### src/rtl/uart_imem_loader.sv
`timescale 1ns/1ps
// uart_imem_loader: 8N1 UART receiver feeding a little-endian word assembler that
// writes an instruction-memory image and releases the core once the image is complete.
module uart_imem_loader #(
  parameter int CLK_FREQ   = 100000000,
  parameter int BAUD       = 9600,
  parameter int WORD_BYTES = 4,
  parameter int DEPTH      = 64,
  parameter int HEADER_EN  = 0,
  localparam int DW        = 8 * WORD_BYTES,
  localparam int ADDR_W    = $clog2(DEPTH)
) (
  input  logic              clk,
  input  logic              rst,
  input  logic              rx,
  input  logic              start,
  output logic              mem_we,
  output logic [ADDR_W-1:0] mem_addr,
  output logic [DW-1:0]     mem_wdata,
  output logic              busy,
  output logic              load_done,
  output logic              frame_err,
  output logic [ADDR_W:0]   word_count
);

  localparam int CLKS_PER_BIT = CLK_FREQ / BAUD;
  localparam int HALF_BIT     = CLKS_PER_BIT / 2;
  localparam int CNT_W        = $clog2(CLKS_PER_BIT + 1);
  localparam int IDX_W        = (WORD_BYTES > 1) ? $clog2(WORD_BYTES) : 1;

  localparam logic [CNT_W-1:0]  HALF_C   = CNT_W'(HALF_BIT - 1);
  localparam logic [CNT_W-1:0]  FULL_C   = CNT_W'(CLKS_PER_BIT - 1);
  localparam logic [IDX_W-1:0]  LAST_IDX = IDX_W'(WORD_BYTES - 1);
  localparam logic [ADDR_W:0]   DEPTH_C  = (ADDR_W + 1)'(DEPTH);

  typedef enum logic [1:0] {RX_IDLE, RX_START, RX_DATA, RX_STOP} rx_state_t;
  typedef enum logic [1:0] {LD_HDR_LO, LD_HDR_HI, LD_WORDS, LD_DONE} ld_state_t;

  localparam ld_state_t LD_FIRST = (HEADER_EN != 0) ? LD_HDR_LO : LD_WORDS;

  logic              sync1_r, rx_s, rx_d_r;
  logic              rx_fall_s;
  rx_state_t         rx_state_r, rx_next_s;
  logic [CNT_W-1:0]  clk_cnt_r;
  logic [2:0]        bit_cnt_r;
  logic [7:0]        shift_r;
  logic              sample_s, start_ok_s, byte_valid_s, stop_err_s;

  ld_state_t         ld_state_r, ld_next_s;
  logic              lane_write_s, word_write_s, hdr_lo_s, hdr_hi_s, rearm_s;
  logic [IDX_W-1:0]  byte_idx_r;
  logic [DW-1:0]     word_buf_r, assembled_s;
  logic [7:0]        hdr_lo_r;
  logic [15:0]       hdr_count_s;
  logic [ADDR_W:0]   hdr_target_s, target_r, word_count_r;
  logic              mem_we_r, busy_r, load_done_r, frame_err_r;
  logic [ADDR_W-1:0] mem_addr_r;
  logic [DW-1:0]     mem_wdata_r;

  assign mem_we     = mem_we_r;
  assign mem_addr   = mem_addr_r;
  assign mem_wdata  = mem_wdata_r;
  assign busy       = busy_r;
  assign load_done  = load_done_r;
  assign frame_err  = frame_err_r;
  assign word_count = word_count_r;

  // Two-flop synchroniser plus one delay flop for falling-edge detection.
  always_ff @(posedge clk) begin
    if (rst) begin
      sync1_r <= 1'b1;
      rx_s    <= 1'b1;
      rx_d_r  <= 1'b1;
    end else begin
      sync1_r <= rx;
      rx_s    <= sync1_r;
      rx_d_r  <= rx_s;
    end
  end

  assign rx_fall_s = rx_d_r & ~rx_s;

  // Receiver state register.
  always_ff @(posedge clk) begin
    if (rst) rx_state_r <= RX_IDLE;
    else     rx_state_r <= rx_next_s;
  end

  // Receiver next state and sampling strobes.
  always_comb begin
    rx_next_s    = rx_state_r;
    sample_s     = 1'b0;
    start_ok_s   = 1'b0;
    byte_valid_s = 1'b0;
    stop_err_s   = 1'b0;
    case (rx_state_r)
      RX_IDLE: begin
        if (rx_fall_s) rx_next_s = RX_START;
        else           rx_next_s = RX_IDLE;
      end
      RX_START: begin
        if (clk_cnt_r == HALF_C) begin
          if (rx_s) begin
            rx_next_s = RX_IDLE;
          end else begin
            rx_next_s  = RX_DATA;
            start_ok_s = 1'b1;
          end
        end else begin
          rx_next_s = RX_START;
        end
      end
      RX_DATA: begin
        if (clk_cnt_r == FULL_C) begin
          sample_s = 1'b1;
          if (bit_cnt_r == 3'd7) rx_next_s = RX_STOP;
          else                   rx_next_s = RX_DATA;
        end else begin
          rx_next_s = RX_DATA;
        end
      end
      RX_STOP: begin
        if (clk_cnt_r == FULL_C) begin
          rx_next_s = RX_IDLE;
          if (rx_s) byte_valid_s = 1'b1;
          else      stop_err_s   = 1'b1;
        end else begin
          rx_next_s = RX_STOP;
        end
      end
      default: rx_next_s = RX_IDLE;
    endcase
  end

  // Bit timing counter, bit counter and LSB-first shift register.
  always_ff @(posedge clk) begin
    if (rst) begin
      clk_cnt_r <= '0;
      bit_cnt_r <= 3'd0;
      shift_r   <= 8'h00;
    end else begin
      if (rx_state_r == RX_IDLE || rx_next_s != rx_state_r || sample_s) clk_cnt_r <= '0;
      else clk_cnt_r <= clk_cnt_r + CNT_W'(1);
      if (rx_state_r == RX_IDLE && rx_fall_s) bit_cnt_r <= 3'd0;
      else if (sample_s)                       bit_cnt_r <= bit_cnt_r + 3'd1;
      if (sample_s) shift_r <= {rx_s, shift_r[7:1]};
    end
  end

  always_comb begin
    assembled_s = word_buf_r;
    assembled_s[{byte_idx_r, 3'b000} +: 8] = shift_r;
  end

  // Header count is clamped so an oversized image never runs past memory.
  assign hdr_count_s  = {shift_r, hdr_lo_r};
  assign hdr_target_s = (hdr_count_s > 16'(DEPTH)) ? DEPTH_C : hdr_count_s[ADDR_W:0];

  // Loader state register.
  always_ff @(posedge clk) begin
    if (rst) ld_state_r <= LD_FIRST;
    else     ld_state_r <= ld_next_s;
  end

  // Loader next state and byte-routing strobes.
  always_comb begin
    ld_next_s    = ld_state_r;
    lane_write_s = 1'b0;
    word_write_s = 1'b0;
    hdr_lo_s     = 1'b0;
    hdr_hi_s     = 1'b0;
    rearm_s      = 1'b0;
    case (ld_state_r)
      LD_HDR_LO: begin
        if (byte_valid_s) begin
          hdr_lo_s  = 1'b1;
          ld_next_s = LD_HDR_HI;
        end else begin
          ld_next_s = LD_HDR_LO;
        end
      end
      LD_HDR_HI: begin
        if (byte_valid_s) begin
          hdr_hi_s  = 1'b1;
          ld_next_s = (hdr_target_s == '0) ? LD_DONE : LD_WORDS;
        end else begin
          ld_next_s = LD_HDR_HI;
        end
      end
      LD_WORDS: begin
        if (word_count_r == target_r) begin
          ld_next_s = LD_DONE;
        end else if (byte_valid_s) begin
          lane_write_s = 1'b1;
          word_write_s = (byte_idx_r == LAST_IDX);
          ld_next_s    = LD_WORDS;
        end else begin
          ld_next_s = LD_WORDS;
        end
      end
      LD_DONE: begin
        if (start) begin
          rearm_s   = 1'b1;
          ld_next_s = LD_FIRST;
        end else begin
          ld_next_s = LD_DONE;
        end
      end
      default: ld_next_s = LD_FIRST;
    endcase
  end

  // Word assembly, memory write port and status flags.
  always_ff @(posedge clk) begin
    if (rst) begin
      byte_idx_r   <= '0;
      word_buf_r   <= '0;
      hdr_lo_r     <= 8'h00;
      target_r     <= (HEADER_EN != 0) ? '0 : DEPTH_C;
      word_count_r <= '0;
      mem_we_r     <= 1'b0;
      mem_addr_r   <= '0;
      mem_wdata_r  <= '0;
      busy_r       <= 1'b0;
      load_done_r  <= 1'b0;
      frame_err_r  <= 1'b0;
    end else begin
      mem_we_r    <= 1'b0;
      load_done_r <= (ld_next_s == LD_DONE);
      if (rearm_s) begin
        byte_idx_r   <= '0;
        word_buf_r   <= '0;
        word_count_r <= '0;
        frame_err_r  <= 1'b0;
      end else begin
        if (stop_err_s && ld_state_r != LD_DONE) frame_err_r <= 1'b1;
        if (hdr_lo_s) hdr_lo_r <= shift_r;
        if (hdr_hi_s) target_r <= hdr_target_s;
        if (word_write_s) begin
          mem_we_r     <= 1'b1;
          mem_addr_r   <= word_count_r[ADDR_W-1:0];
          mem_wdata_r  <= assembled_s;
          word_count_r <= word_count_r + (ADDR_W + 1)'(1);
          byte_idx_r   <= '0;
        end else if (lane_write_s) begin
          word_buf_r <= assembled_s;
          byte_idx_r <= byte_idx_r + IDX_W'(1);
        end
      end
      // busy follows a confirmed start bit, so a line glitch does not raise it
      if (ld_next_s == LD_DONE)                 busy_r <= 1'b0;
      else if (start_ok_s)                      busy_r <= 1'b1;
      else if (rearm_s)                         busy_r <= 1'b0;
    end
  end

endmodule

### config.mk
export PLATFORM = sky130hd
export DESIGN_NAME = uart_imem_loader
export DESIGN_NICKNAME = d
export VERILOG_FILES = /design/src/rtl/uart_imem_loader.sv
export SDC_FILE = /design/constraint.sdc
export NUM_CORES = 1
export LEC_CHECK = 0
export BUFFER_PORTS_ARGS = -buffer_cell sky130_fd_sc_hd__buf_2
export CAP_MARGIN = 5
export CELL_PAD_IN_SITES_DETAIL_PLACEMENT = 0
export CELL_PAD_IN_SITES_GLOBAL_PLACEMENT = 1
export CORE_AREA = 4 4 127 141
export DETAILED_ROUTE_END_ITERATION = 8
export DIE_AREA = 0 0 131 145
export MAX_ROUTING_LAYER = met4
export PLACE_DENSITY = 0.69
export SETUP_SLACK_MARGIN = 0.4
export SKIP_LAST_GASP = 1
export SYNTH_ARGS = -nofsm -noshare
export SYNTH_HDL_FRONTEND = slang
export SYNTH_SLANG_ARGS = --single-unit
### constraint.sdc
create_clock -name clk -period 2.5 [get_ports clk]
set_input_delay 0.375 -clock clk [delete_from_list [all_inputs] [get_ports clk]]
set_output_delay 0.375 -clock clk [all_outputs]
set_load 0.03 [all_outputs]
==> out/results.ini, run 1 <==
[final_layout]
finalNetCount = 763
mostFrequentLayoutCell = nand2_1
num-fill-cells = 1613
drive_gt1_share_pct = 18.37
layout_common_cells = nand2_1 (143), dfxtp_1 (125), nor2_1 (71), a21oi_1 (60), buf_2 (52)
syn_to_final_growth_pct = 24.75
stdcell_area_sq_um = 7044
diodes = 0

[drt]
dr.pass1.iters = 6
ant_nets = 0
via_per_inst = 4.916
wl_met1_microns = 6381
wl_per_cell_microns = 14.41
dr_wl_met2_microns = 6869
route.vias.total = 4749
first_iter_violations = 267
drc_errors = 0
wirelength_microns = 13920
dr.max_layer_used = met4
wl_met3_microns = 456

[timing]
rsz0062_at_grt = yes
maxSlewViolCount = 0
setup_viol = 0
fmax_mhz = 493.6
slew_headroom_pct = 60.71
hold_viol = 0
worst_pin_slew_ns = 0.5894
fin_skew_ns = 0.005102
whs_ns = 0.1426
fin_setup_tns_ns = 0
period_minus_slack_ns = 2.026
period_share_pct = 81.03

[pwr]
swShare_pct = 19.82
pwr-share-seq_pct = 42.9
leakage_nw = 2.567
internal_power_mw = 3.878
ir_drop_uv = 411.5
p_comb_share_pct = 1.1
clock_power_share_pct = 55.9
power_density_nw_per_um2 = 686.6
power_mw = 4.837
power_switching_mw = 0.9588

[worst_setup_path]
end_kind = register
critPathCapture = word_buf_r[17]$_SDFFE_PP0P_
critPathRequiredTime_ns = 2.78
path_class = reg -> reg
crit_buf_inv = 2
r2r_end = word_buf_r[17]$_SDFFE_PP0P_
worst_path_max_delay_cell = dfxtp_4
reg2reg_slack_ns = 0.47
reg2reg_depth = 8
setup.worst_path.start = clk_cnt_r[0]$_SDFF_PP0_
crit_path_max_incr_delay_ns = 0.37
cp_cell_sequence = ha_4 -> and4bb_2 -> and4_1 -> buf_6 -> o2111a_2 -> bufbuf_16 -> mux2i_1 -> nor2_1
critPathMaxFanout = 8
worst-path-stages = 8
cp.arrival_ns = 2.31
r2r-start = clk_cnt_r[0]$_SDFF_PP0_
startpoint_type = register
crit_family = simple AND/OR/NAND/NOR gates

[synth]
synth_nets = 701
postSynthAreaPerCell_sq_um = 8.219
ys_seq_area_share_pct = 46.09
synth-edff-count = 0
netlist_instances = 687
syn_area_sq_um = 5647
yosys_warnings = 0
synth_cell_types = 50
yosysTopAreaCellShare_pct = 46.09
async_flop_share_pct = 0
yosys.area.top_type = dfxtp_1
ys.flop_type = dfxtp_1
synth_seq_cells = 130
synth_top_cells_by_area = dfxtp_1 (46%), nand2_1 (9.5%), mux2i_1 (7.1%)

[clock_network]
htreeDepth = 4
clock_latency_ns = 0.42
clk_pin_slew_ns = 0.06
cts_tree = built
clockBufferDepth = 2
hold_buffers = 0
cts-buffers-inserted = 17
clockRootBuffer = clkbuf_16
cts.sinks = 130

[place]
hpwl_microns = 9178
post_dp_cell_area_sq_um = 6146
globalplace.congestion = 0.7939
numPortBuffers = 52

[floorplanning]
coreArea_sq_um = 16370
die_h_microns = 145
dieArea_sq_um = 19000
row_count = 49
dieWidth_microns = 131
start_util_pct = 34.50
boundaryPins = 53

[global_route]
groute.usage.overall_pct = 15.50
first_global_vias = 4686
grt_pass1_wl_microns = 22870
grt_max_degree = 41
grt_overflow = 0
antenna_found_initial = 0

[worst_hold_path]
hp-class = in -> reg

[status]
outcome = finished clean

[flow_run]
max_cap_viol_count = 0

-- power groups by stage --
stage,clock network [mW],registers [mW],logic (mW)
6_report,2.70,2.08,0.0550
5_1_grt,2.85,2.08,0.0616
3_3_place_gp,0,2.12,0.0534
2_1_floorplan,0,2.12,0.0379
4_1_cts,2.76,2.08,0.0554
3_5_place_dp,0,2.12,0.0549
-- cells in the mapped netlist, drive strengths merged (2+ instances only) --
cell,number
nand3,14
nor3b,6
and4bb,2
nor4b,2
nand4,7
nor2,71
nand4b,2
nor4,2
or2,5
or3,3
o21ai,38
nor4bb,3
nor3,5
xor2,4
xnor2,16
dfxtp,130
nand3b,2
a211o,2
a21o,6
mux2i,40
clkbuf,28
and3,8
nand2,143
nor2b,2
a21oi,60
a31oi,2
o31ai,3
ha,10
buf,15
or4,3
inv,37
-- stage by stage --
stage / cells / setup slack, ns / utilization (%)
floorplan: 687 / 0.5234 / -
global placement: 919 / 0.3948 / 37.54
detailed placement: 919 / 0.3513 / 37.54
CTS: 956 / 0.3984 / 42.16
global route: 966 / 0.3511 / 43.03
finish: 966 / 0.4742 / 43.03
-- state kept, by name, summed over array words and instances, names as in the netlist, 2 cells and up --
| signal | count |
|---|---|
| word_count | 7 |
| bit_cnt_r | 3 |
| mem_wdata | 32 |
| shift_r | 8 |
| byte_idx_r | 2 |
| target_r | 7 |
| clk_cnt_r | 14 |
| mem_addr | 6 |
| word_buf_r | 32 |
| ld_state_r | 2 |
| hdr_lo_r | 8 |
| rx_state_r | 2 |
-- cell type report --
class / instances / area, sq um / area share, %
Clock buffer: 18 / 439.2 / 6.234
Clock inverter: 14 / 210.2 / 2.984
Inverter: 37 / 138.9 / 1.972
Multi-Input combinational cell: 477 / 2756 / 39.13
Sequential cell: 130 / 2614 / 37.10
Tap cell: 204 / 255.2 / 3.623
Timing Repair Buffer: 86 / 630.6 / 8.952
-- how the worst min path moves through the flow --
stage	start	to	slack, ns	depth (start not counted)
2_1_floorplan	sync1_r$_SDFF_PP1_	rx_s$_SDFF_PP1_	0.39	1
3_3_place_gp	sync1_r$_SDFF_PP1_	rx_s$_SDFF_PP1_	0.40	1
3_5_place_dp	sync1_r$_SDFF_PP1_	rx_s$_SDFF_PP1_	0.40	1
4_1_cts	rx	sync1_r$_SDFF_PP1_	0.13	2
5_1_grt	rx	sync1_r$_SDFF_PP1_	0.13	2
6_report	rx	sync1_r$_SDFF_PP1_	0.14	2
-- kinds of logic after synthesis --
family / count (synthesis) / synth area share (%)
muxes: 40 / 7.091
adders and majority gates: 10 / 2.216
buffers and inverters: 80 / 5.894
xor gates and xnor gates: 20 / 3.102
DFF: 130 / 46.09
and+or+nand+nor: 286 / 23.09
AOI/OAI and AO/OA: 121 / 12.52
-- layer usage --
metal  track usage [%]  up-vias
met5                 -        -
met4             5.247        0
met3             4.265       21
met2             25.38       69
met1             18.15     2236
li1                  -     2423
-- timing repair --
action	in CTS	in global routing
buffers inserted	3	9
setup endpoints to repair	76	112
pin swaps	1	2
cloned	2	1
gates resized for setup	6	13
No activity file was read; power rests on OpenSTA's default activity.
==> run 2, diff against run 1 <==
--- a/config.mk
+++ b/config.mk
@@ -5,15 +5,16 @@
 export SDC_FILE = /design/constraint.sdc
 export NUM_CORES = 1
 export LEC_CHECK = 0
+export ABC_AREA = 1
 export BUFFER_PORTS_ARGS = -buffer_cell sky130_fd_sc_hd__buf_2
 export CAP_MARGIN = 5
 export CELL_PAD_IN_SITES_DETAIL_PLACEMENT = 0
 export CELL_PAD_IN_SITES_GLOBAL_PLACEMENT = 1
-export CORE_AREA = 4 4 127 141
+export CORE_AREA = 4 4 137 152
 export DETAILED_ROUTE_END_ITERATION = 8
-export DIE_AREA = 0 0 131 145
+export DIE_AREA = 0 0 141 156
 export MAX_ROUTING_LAYER = met4
-export PLACE_DENSITY = 0.69
+export PLACE_DENSITY = 0.74
 export SETUP_SLACK_MARGIN = 0.4
 export SKIP_LAST_GASP = 1
 export SYNTH_ARGS = -nofsm -noshare
==> constraint.sdc (replaced) <==
create_clock -name clk -period 1.8 [get_ports clk]
set_input_delay 0.27 -clock clk [delete_from_list [all_inputs] [get_ports clk]]
set_output_delay 0.27 -clock clk [all_outputs]
set_load 0.03 [all_outputs]
==> run 2 against run 1 <==
Against the previous run:
- combinational power increased by 130%
- synthesized cell count increased by 48%
- flip-flop and latch count unchanged
- global-route usage increased by 2.0 points
- fmax increased by 14%
- worst setup slack got worse by 0.45 ns
- wire length increased by 30%
- non-clock buffer count increased by 58
- clock power increased by 41%
- largest cell class unchanged
==> out/results.ini, run 2 <==
[clock_network]
htreeDepth = 4  ; unchanged
cts.sinks = 130  ; unchanged
clockRootBuffer = clkbuf_16
cts_tree = built
clockBufferDepth = 2  ; unchanged
clock_latency_ns = 0.43  ; about the same
clk_pin_slew_ns = 0.06  ; about the same
hold_buffers = 0  ; unchanged
cts-buffers-inserted = 17  ; unchanged

[timing]
worst_pin_slew_ns = 0.3891  ; -0.2003 ns
period_minus_slack_ns = 1.777  ; -0.2493 ns
hold_viol = 0  ; unchanged
setup_viol = 0  ; unchanged
fin_skew_ns = 0.007867  ; +0.002765 ns
rsz0062_at_grt = yes
fmax_mhz = 562.9  ; +14%
period_share_pct = 98.70  ; +18 points
slew_headroom_pct = 73.73  ; +13 points
maxSlewViolCount = 0  ; unchanged

[global_route]
top_usage_layer = met2
gr-usage-met1_pct = 21.80  ; +3.6 points
met3_usage_pct = 3.433  ; -0.83 points
use_met2_pct = 28.83  ; +3.5 points
grt_overflow = 0  ; unchanged
first_global_vias = 6305  ; +35%
antenna_found_initial = 0  ; unchanged
groute.usage.overall_pct = 17.54  ; +2.0 points
grt_pass1_wl_microns = 30680  ; +34%
grt_max_degree = 35  ; -15%

[worst_setup_path]
crit_path_max_incr_delay_ns = 0.35  ; -0.02 ns
end_kind = register
cp_cell_sequence = ha_4 -> nand2_4 -> nor2_4 -> nand2_4 -> nor3_4 -> buf_12 -> buf_8 -> clkbuf_16 -> nand4_1 -> nand2_1 -> nor2_1
critPathRequiredTime_ns = 2.12  ; -0.66 ns
critPathMostFrequentCell = nand2_4
cp.arrival_ns = 2.10  ; -0.21 ns
path_class = reg -> reg
startpoint_type = register
critPathMaxFanout = 8  ; unchanged
worst_path_max_delay_cell = dfxtp_2

[floorplanning]
coreArea_sq_um = 19100  ; +17%
start_util_pct = 34.62  ; +0.12 points
boundaryPins = 53  ; unchanged
row_count = 53  ; +8.2%
die_h_microns = 156  ; +7.6%
dieWidth_microns = 141  ; +7.6%
dieArea_sq_um = 22000  ; +16%

[synth]
synth_nets = 1028  ; +47%
synth_common_cells = nand2_1 (254), inv_1 (178), nor2_1 (152)
yosys_warnings = 0  ; unchanged
netlist_instances = 1014  ; +48%
yosys.area.top_type = dfxtp_1
yosysTopAreaCellShare_pct = 39.36  ; -6.7 points
synth_cell_types = 28  ; -44%
synth_seq_cells = 130  ; unchanged
ys_seq_area_share_pct = 39.36  ; -6.7 points
synth_top_cells_by_area = dfxtp_1 (39%), nand2_1 (14%), inv_1 (10%)
postSynthAreaPerCell_sq_um = 6.520  ; -21%
synth-edff-count = 0  ; unchanged
syn_area_sq_um = 6611  ; +17%
ys.flop_type = dfxtp_1
async_flop_share_pct = 0  ; unchanged
yosysMostFrequentCell = nand2_1

[pwr]
power_density_nw_per_um2 = 777.0  ; +13%
ir_drop_uv = 653.0  ; +59%
leakage_nw = 4.033  ; +57%

[final_layout]
stdcell_count = 1381  ; +43%
multi_input_area_sq_um = 3311  ; +20%
mostFrequentLayoutCell = nand2_1
seqCellArea_sq_um = 2619  ; +0.19%
num-fill-cells = 1962  ; +22%
finalNetCount = 1136  ; +49%
stdcell_area_sq_um = 8781  ; +25%
syn_to_final_growth_pct = 32.82
layout_common_cells = nand2_1 (242), inv_1 (174), nor2_1 (143), dfxtp_1 (119), nand4_1 (89)
drive_gt1_share_pct = 20.72  ; +2.4 points
diodes = 0  ; unchanged

[worst_hold_path]
hp-class = in -> reg

[status]
outcome = finished clean

[drt]
ant_nets = 0  ; unchanged
wirelength_microns = 18170  ; +30%
dr.pass1.iters = 4  ; -2
wl_per_cell_microns = 13.15  ; -8.7%
first_iter_violations = 314  ; +18%
route.vias.total = 6511  ; +37%
drc_errors = 0  ; unchanged
via_per_inst = 4.715  ; -4.1%

[place]
post_dp_cell_area_sq_um = 7795  ; +27%
numPortBuffers = 52  ; unchanged
hpwl_microns = 12240  ; +33%
place_inst = 1335  ; +45%
globalplace.congestion = 0.8597  ; +8.3%

[flow_run]
max_cap_viol_count = 0  ; unchanged

## run 2: cell count changes after synthesis, sizes merged, moves of 32 or more
cell / previous run / this run
inv: 37 / 180
nand2: 143 / 254
nand4: 7 / 89
nor2: 71 / 152
mux2i: 40 / 0
o21ai: 38 / 6
## run 2: final cells by class
cell class | count | share of cell area [%]
Multi-Input combinational cell | 646 | 37.70
Inverter | 183 | 7.865
Timing Repair Buffer | 144 | 13.79
Clock inverter | 11 | 2.095
Clock buffer | 20 | 5.201
Sequential cell | 130 | 29.82
Tap cell | 247 | 3.520
## run 2: stage by stage
| step | util (%) | hold slack, ns | TNS, ns | worst slack [ns] | total power [mW] |
|---|---|---|---|---|---|
| floorplan | - | 0.3738 | 0 | 0.1128 | 3.029 |
| global placement | 40.82 | 0.3928 | 0 | 0.01885 | 3.072 |
| detailed placement | 40.82 | 0.4069 | -0.03948 | -0.02693 | 3.072 |
| CTS | 45.40 | 0.02093 | 0 | 0.03221 | 6.898 |
| global route | 45.98 | 0.02390 | -5.934 | -0.1277 | 7.047 |
| finish | 45.98 | 0.02878 | 0 | 0.02342 | 6.823 |
## run 2: metal layers
metal  up-vias  routed length (microns)
met2       133                     8652
met4         0                      245
li1       3398                        -
met5         -                        0
met1      2964                     8570
met3        16                      696
## run 2: worst max-delay path, delay by kind of cell (launching register included)
kind | cells | cell delay, ns
flip-flops | 1 | 0.35
buffers and inverters | 3 | 0.43
adder cells (fa/ha/maj) | 1 | 0.15
AND/OR/NAND/NOR | 7 | 0.74
## run 2: cells by family (layout without fill, tap and decap cells)
logic type | count (synthesis) | count (layout) | share of synthesized area [%]
XOR/XNOR | 18 | 18 | 2.385
buffers and inverters | 239 | 358 | 13.87
flip-flops | 130 | 130 | 39.36
AND/OR/NAND/NOR | 537 | 538 | 35.09
adder cells (fa/ha/maj) | 10 | 10 | 1.893
AO/OA/AOI/OAI | 80 | 80 | 7.400
## run 2: final timing paths
check	from	endpoint	slack [ns]	cells after the start
setup / recovery	clk_cnt_r[0]$_SDFF_PP0_	word_buf_r[18]$_SDFFE_PP0P_	0.02	11
hold / removal	rx	sync1_r$_SDFF_PP1_	0.03	2
setup reg to reg	clk_cnt_r[0]$_SDFF_PP0_	word_buf_r[18]$_SDFFE_PP0P_	0.02	11
hold reg to reg	sync1_r$_SDFF_PP1_	rx_s$_SDFF_PP1_	0.42	1
## run 2: power breakdown
part	internal [mW]	leakage, nW	total [mW]	switching [mW]
Combinational	0.0422	2.66	0.125	0.0832
Clock	2.51	0.319	3.81	1.30
Sequential	2.88	1.05	2.88	0.00307
Total	5.43	4.03	6.82	1.39
## run 2: repair_timing
action	4_1_cts	5_1_grt
gates cloned	2	3
setup endpoints to repair	127	130
pin swaps	10	3
resized for setup	30	21
setup buffers	10	0
==> run 3, diff against run 2 <==
--- a/config.mk
+++ b/config.mk
@@ -5,16 +5,15 @@
 export SDC_FILE = /design/constraint.sdc
 export NUM_CORES = 1
 export LEC_CHECK = 0
-export ABC_AREA = 1
 export BUFFER_PORTS_ARGS = -buffer_cell sky130_fd_sc_hd__buf_2
 export CAP_MARGIN = 5
 export CELL_PAD_IN_SITES_DETAIL_PLACEMENT = 0
 export CELL_PAD_IN_SITES_GLOBAL_PLACEMENT = 1
-export CORE_AREA = 4 4 137 152
+export CORE_AREA = 2 2 125 139
 export DETAILED_ROUTE_END_ITERATION = 8
-export DIE_AREA = 0 0 141 156
+export DIE_AREA = 0 0 127 141
 export MAX_ROUTING_LAYER = met4
-export PLACE_DENSITY = 0.74
+export PLACE_DENSITY = 0.71
 export SETUP_SLACK_MARGIN = 0.4
 export SKIP_LAST_GASP = 1
 export SYNTH_ARGS = -nofsm -noshare
==> run 3 against run 2 <==
Against the previous run:
- the flow now finishes with violations (negative setup slack)
- sequential share of layout area is 3.1 points higher
- cell area shrank 9.0%
- combinational power down 9%
- die area down 19%
- critical path depth fell by 4
- clock-buffer cell count increased by 2
- worst setup slack got worse by 0.11 ns
- clock skew shrank 0.0021 ns
- core utilization increased by 2.0 points
- register-to-register slack got worse by 0.11 ns
- via count shrank 22%
- critical endpoint is now word_count[5]$_SDFFE_PP0P_
==> out/results.ini, run 3 (synthesized netlist as in run 1, its figures left out) <==
[drt]
drc_errors = 0  ; unchanged
dr.pass1.iters = 4  ; unchanged
ant_nets = 0  ; unchanged
wl_per_cell_microns = 14.81  ; +13%
via_per_inst = 4.917  ; +4.3%
route.vias.total = 5055  ; -22%
first_iter_violations = 256  ; -18%
wirelength_microns = 15220  ; -16%

[timing]
slew_headroom_pct = 62.82  ; -11 points
maxSlewViolCount = 0  ; unchanged
fin_skew_ns = 0.005778  ; -0.002088 ns
hold_viol = 0  ; unchanged
period_minus_slack_ns = 1.882  ; +0.1050 ns
setup_viol = 99  ; +99
fmax_mhz = 531.5  ; -5.6%
fin_ws_ns = -0.08161  ; -0.1050 ns
period_share_pct = 104.5  ; +5.8 points
fin_setup_tns_ns = -3.575  ; -3.575 ns
rsz0062_at_grt = yes
worst_pin_slew_ns = 0.5551  ; +0.1661 ns

[clock_network]
htreeDepth = 4  ; unchanged
clock_latency_ns = 0.42  ; about the same
cts_tree = built
clockBufferDepth = 2  ; unchanged
cts-buffers-inserted = 17  ; unchanged
cts.sinks = 130  ; unchanged
clockRootBuffer = clkbuf_16
clk_pin_slew_ns = 0.05  ; about the same
hold_buffers = 0  ; unchanged

[worst_setup_path]
startpoint_type = register
path_class = reg -> reg
critPathMaxFanout = 8  ; unchanged
end_kind = register
cp.arrival_ns = 2.22  ; +0.12 ns
critPathRequiredTime_ns = 2.14  ; +0.02 ns

[floorplanning]
dieArea_sq_um = 17910  ; -19%
dieWidth_microns = 127  ; -9.9%
row_count = 50  ; -5.7%
start_util_pct = 33.93  ; -0.69 points
coreArea_sq_um = 16640  ; -13%
die_h_microns = 141  ; -9.6%
boundaryPins = 53  ; unchanged

[pwr]
ir_drop_uv = 641.2  ; -1.8%
power_density_nw_per_um2 = 816.0  ; +5.0%
leakage_nw = 2.932  ; -27%

[global_route]
grt_overflow = 0  ; unchanged
grt_max_degree = 40  ; +14%
grt_pass1_wl_microns = 23780  ; -23%
antenna_found_initial = 0  ; unchanged
first_global_vias = 4887  ; -22%
groute.usage.overall_pct = 17.14  ; -0.40 points

[place]
hpwl_microns = 9729  ; -21%
post_dp_cell_area_sq_um = 6638  ; -15%
numPortBuffers = 52  ; unchanged
globalplace.congestion = 0.8104  ; -5.7%
post-place-ws_ns = -0.1030  ; -0.07611 ns

[flow_run]
max_cap_viol_count = 0  ; unchanged

[final_layout]
seqCellArea_sq_um = 2631  ; +0.48%
drive_gt1_share_pct = 33.54  ; +13 points
syn_to_final_growth_pct = 41.50
utilization_pct = 48.02  ; +2.0 points
diodes = 0  ; unchanged
layout_common_cells = nand2_1 (130), dfxtp_1 (119), buf_4 (59), nor2_1 (58), buf_2 (53)
mostFrequentLayoutCell = nand2_1
stdcell_area_sq_um = 7990  ; -9.0%
num-fill-cells = 1575  ; -20%
multi_input_area_sq_um = 3120  ; -5.7%
finalNetCount = 821  ; -28%

[status]
violations = negative setup slack
outcome = finished, violations left

[worst_hold_path]
hp-class = in -> reg

run 3: cell types whose count changed in the layout (fill, tap and decap cells not counted), moves of 11 or more:
cell and delta:
nand2_1 -112, nand4_1 -82, mux2i_1 +38, buf_4 -14, nor2_1 -85, a21oi_2 +29
o21ai_0 +30, nand3_1 -12, buf_6 +12, a21oi_1 -11, inv_1 -138, a22oi_1 -16
run 3: timing repair:
action                                  in CTS  in global routing
buffers inserted                            12                  5
endpoints found under the setup margin     126                127
pin swaps                                   15                 24
gates cloned                                 3                  6
gates resized for setup                     50                 75
run 3: worst paths after layout:
check                     startpoint                    endpoint  slack, ns  depth (start not counted)
max          clk_cnt_r[1]$_SDFF_PP0_  word_count[5]$_SDFFE_PP0P_      -0.08                          7
min                               rx          sync1_r$_SDFF_PP1_       0.03                          2
max reg2reg  clk_cnt_r[1]$_SDFF_PP0_  word_count[5]$_SDFFE_PP0P_      -0.08                          7
min reg2reg       sync1_r$_SDFF_PP1_             rx_s$_SDFF_PP1_       0.41                          1
run 3: final cells by class:
| type | instances | area share [%] |
|---|---|---|
| clock buffer | 22 | 5.951 |
| tap | 208 | 3.257 |
| sequential | 130 | 32.93 |
| clock inverter | 10 | 1.629 |
| inverter | 37 | 1.738 |
| timing repair buffer | 144 | 15.44 |
| multi-input combinational | 477 | 39.05 |
run 3: critical path, cell delays in order (launching register included):
cell and delay, ns:
dfxtp_2 0.35, ha_4 0.13, and4bb_1 0.24, and4_4 0.26, buf_6 0.11, o2111ai_4 0.14, or4_1 0.43, a21oi_1 0.14
run 3: per-stage QoR:
| stage | instances | hold slack (ns) | power [mW] |
|---|---|---|---|
| 2_1_floorplan | 687 | 0.3738 | 2.995 |
| 3_3_place_gp | 970 | 0.4015 | 3.031 |
| 3_5_place_dp | 970 | 0.4006 | 3.033 |
| 4_1_cts | 1017 | 0.01473 | 6.584 |
| 5_1_grt | 1028 | 0.02180 | 6.733 |
| 6_report | 1028 | 0.03227 | 6.520 |
run 3: layer usage:
layer | global-route usage [%] | vias to the layer above | wire length [microns]
li1 | - | 2531 | -
met1 | 20.61 | 2419 | 6890
met2 | 27.65 | 80 | 7552
met3 | 3.681 | 25 | 409
met4 | 7.692 | 0 | 371
met5 | - | - | 0
run 3: where the power goes:
part / leakage [nW] / total, mW / switching [mW] / internal (mW)
sequential: 1.05 / 2.88 / 0.00205 / 2.87
combinational: 1.58 / 0.114 / 0.0784 / 0.0356
clock: 0.295 / 3.53 / 1.25 / 2.28
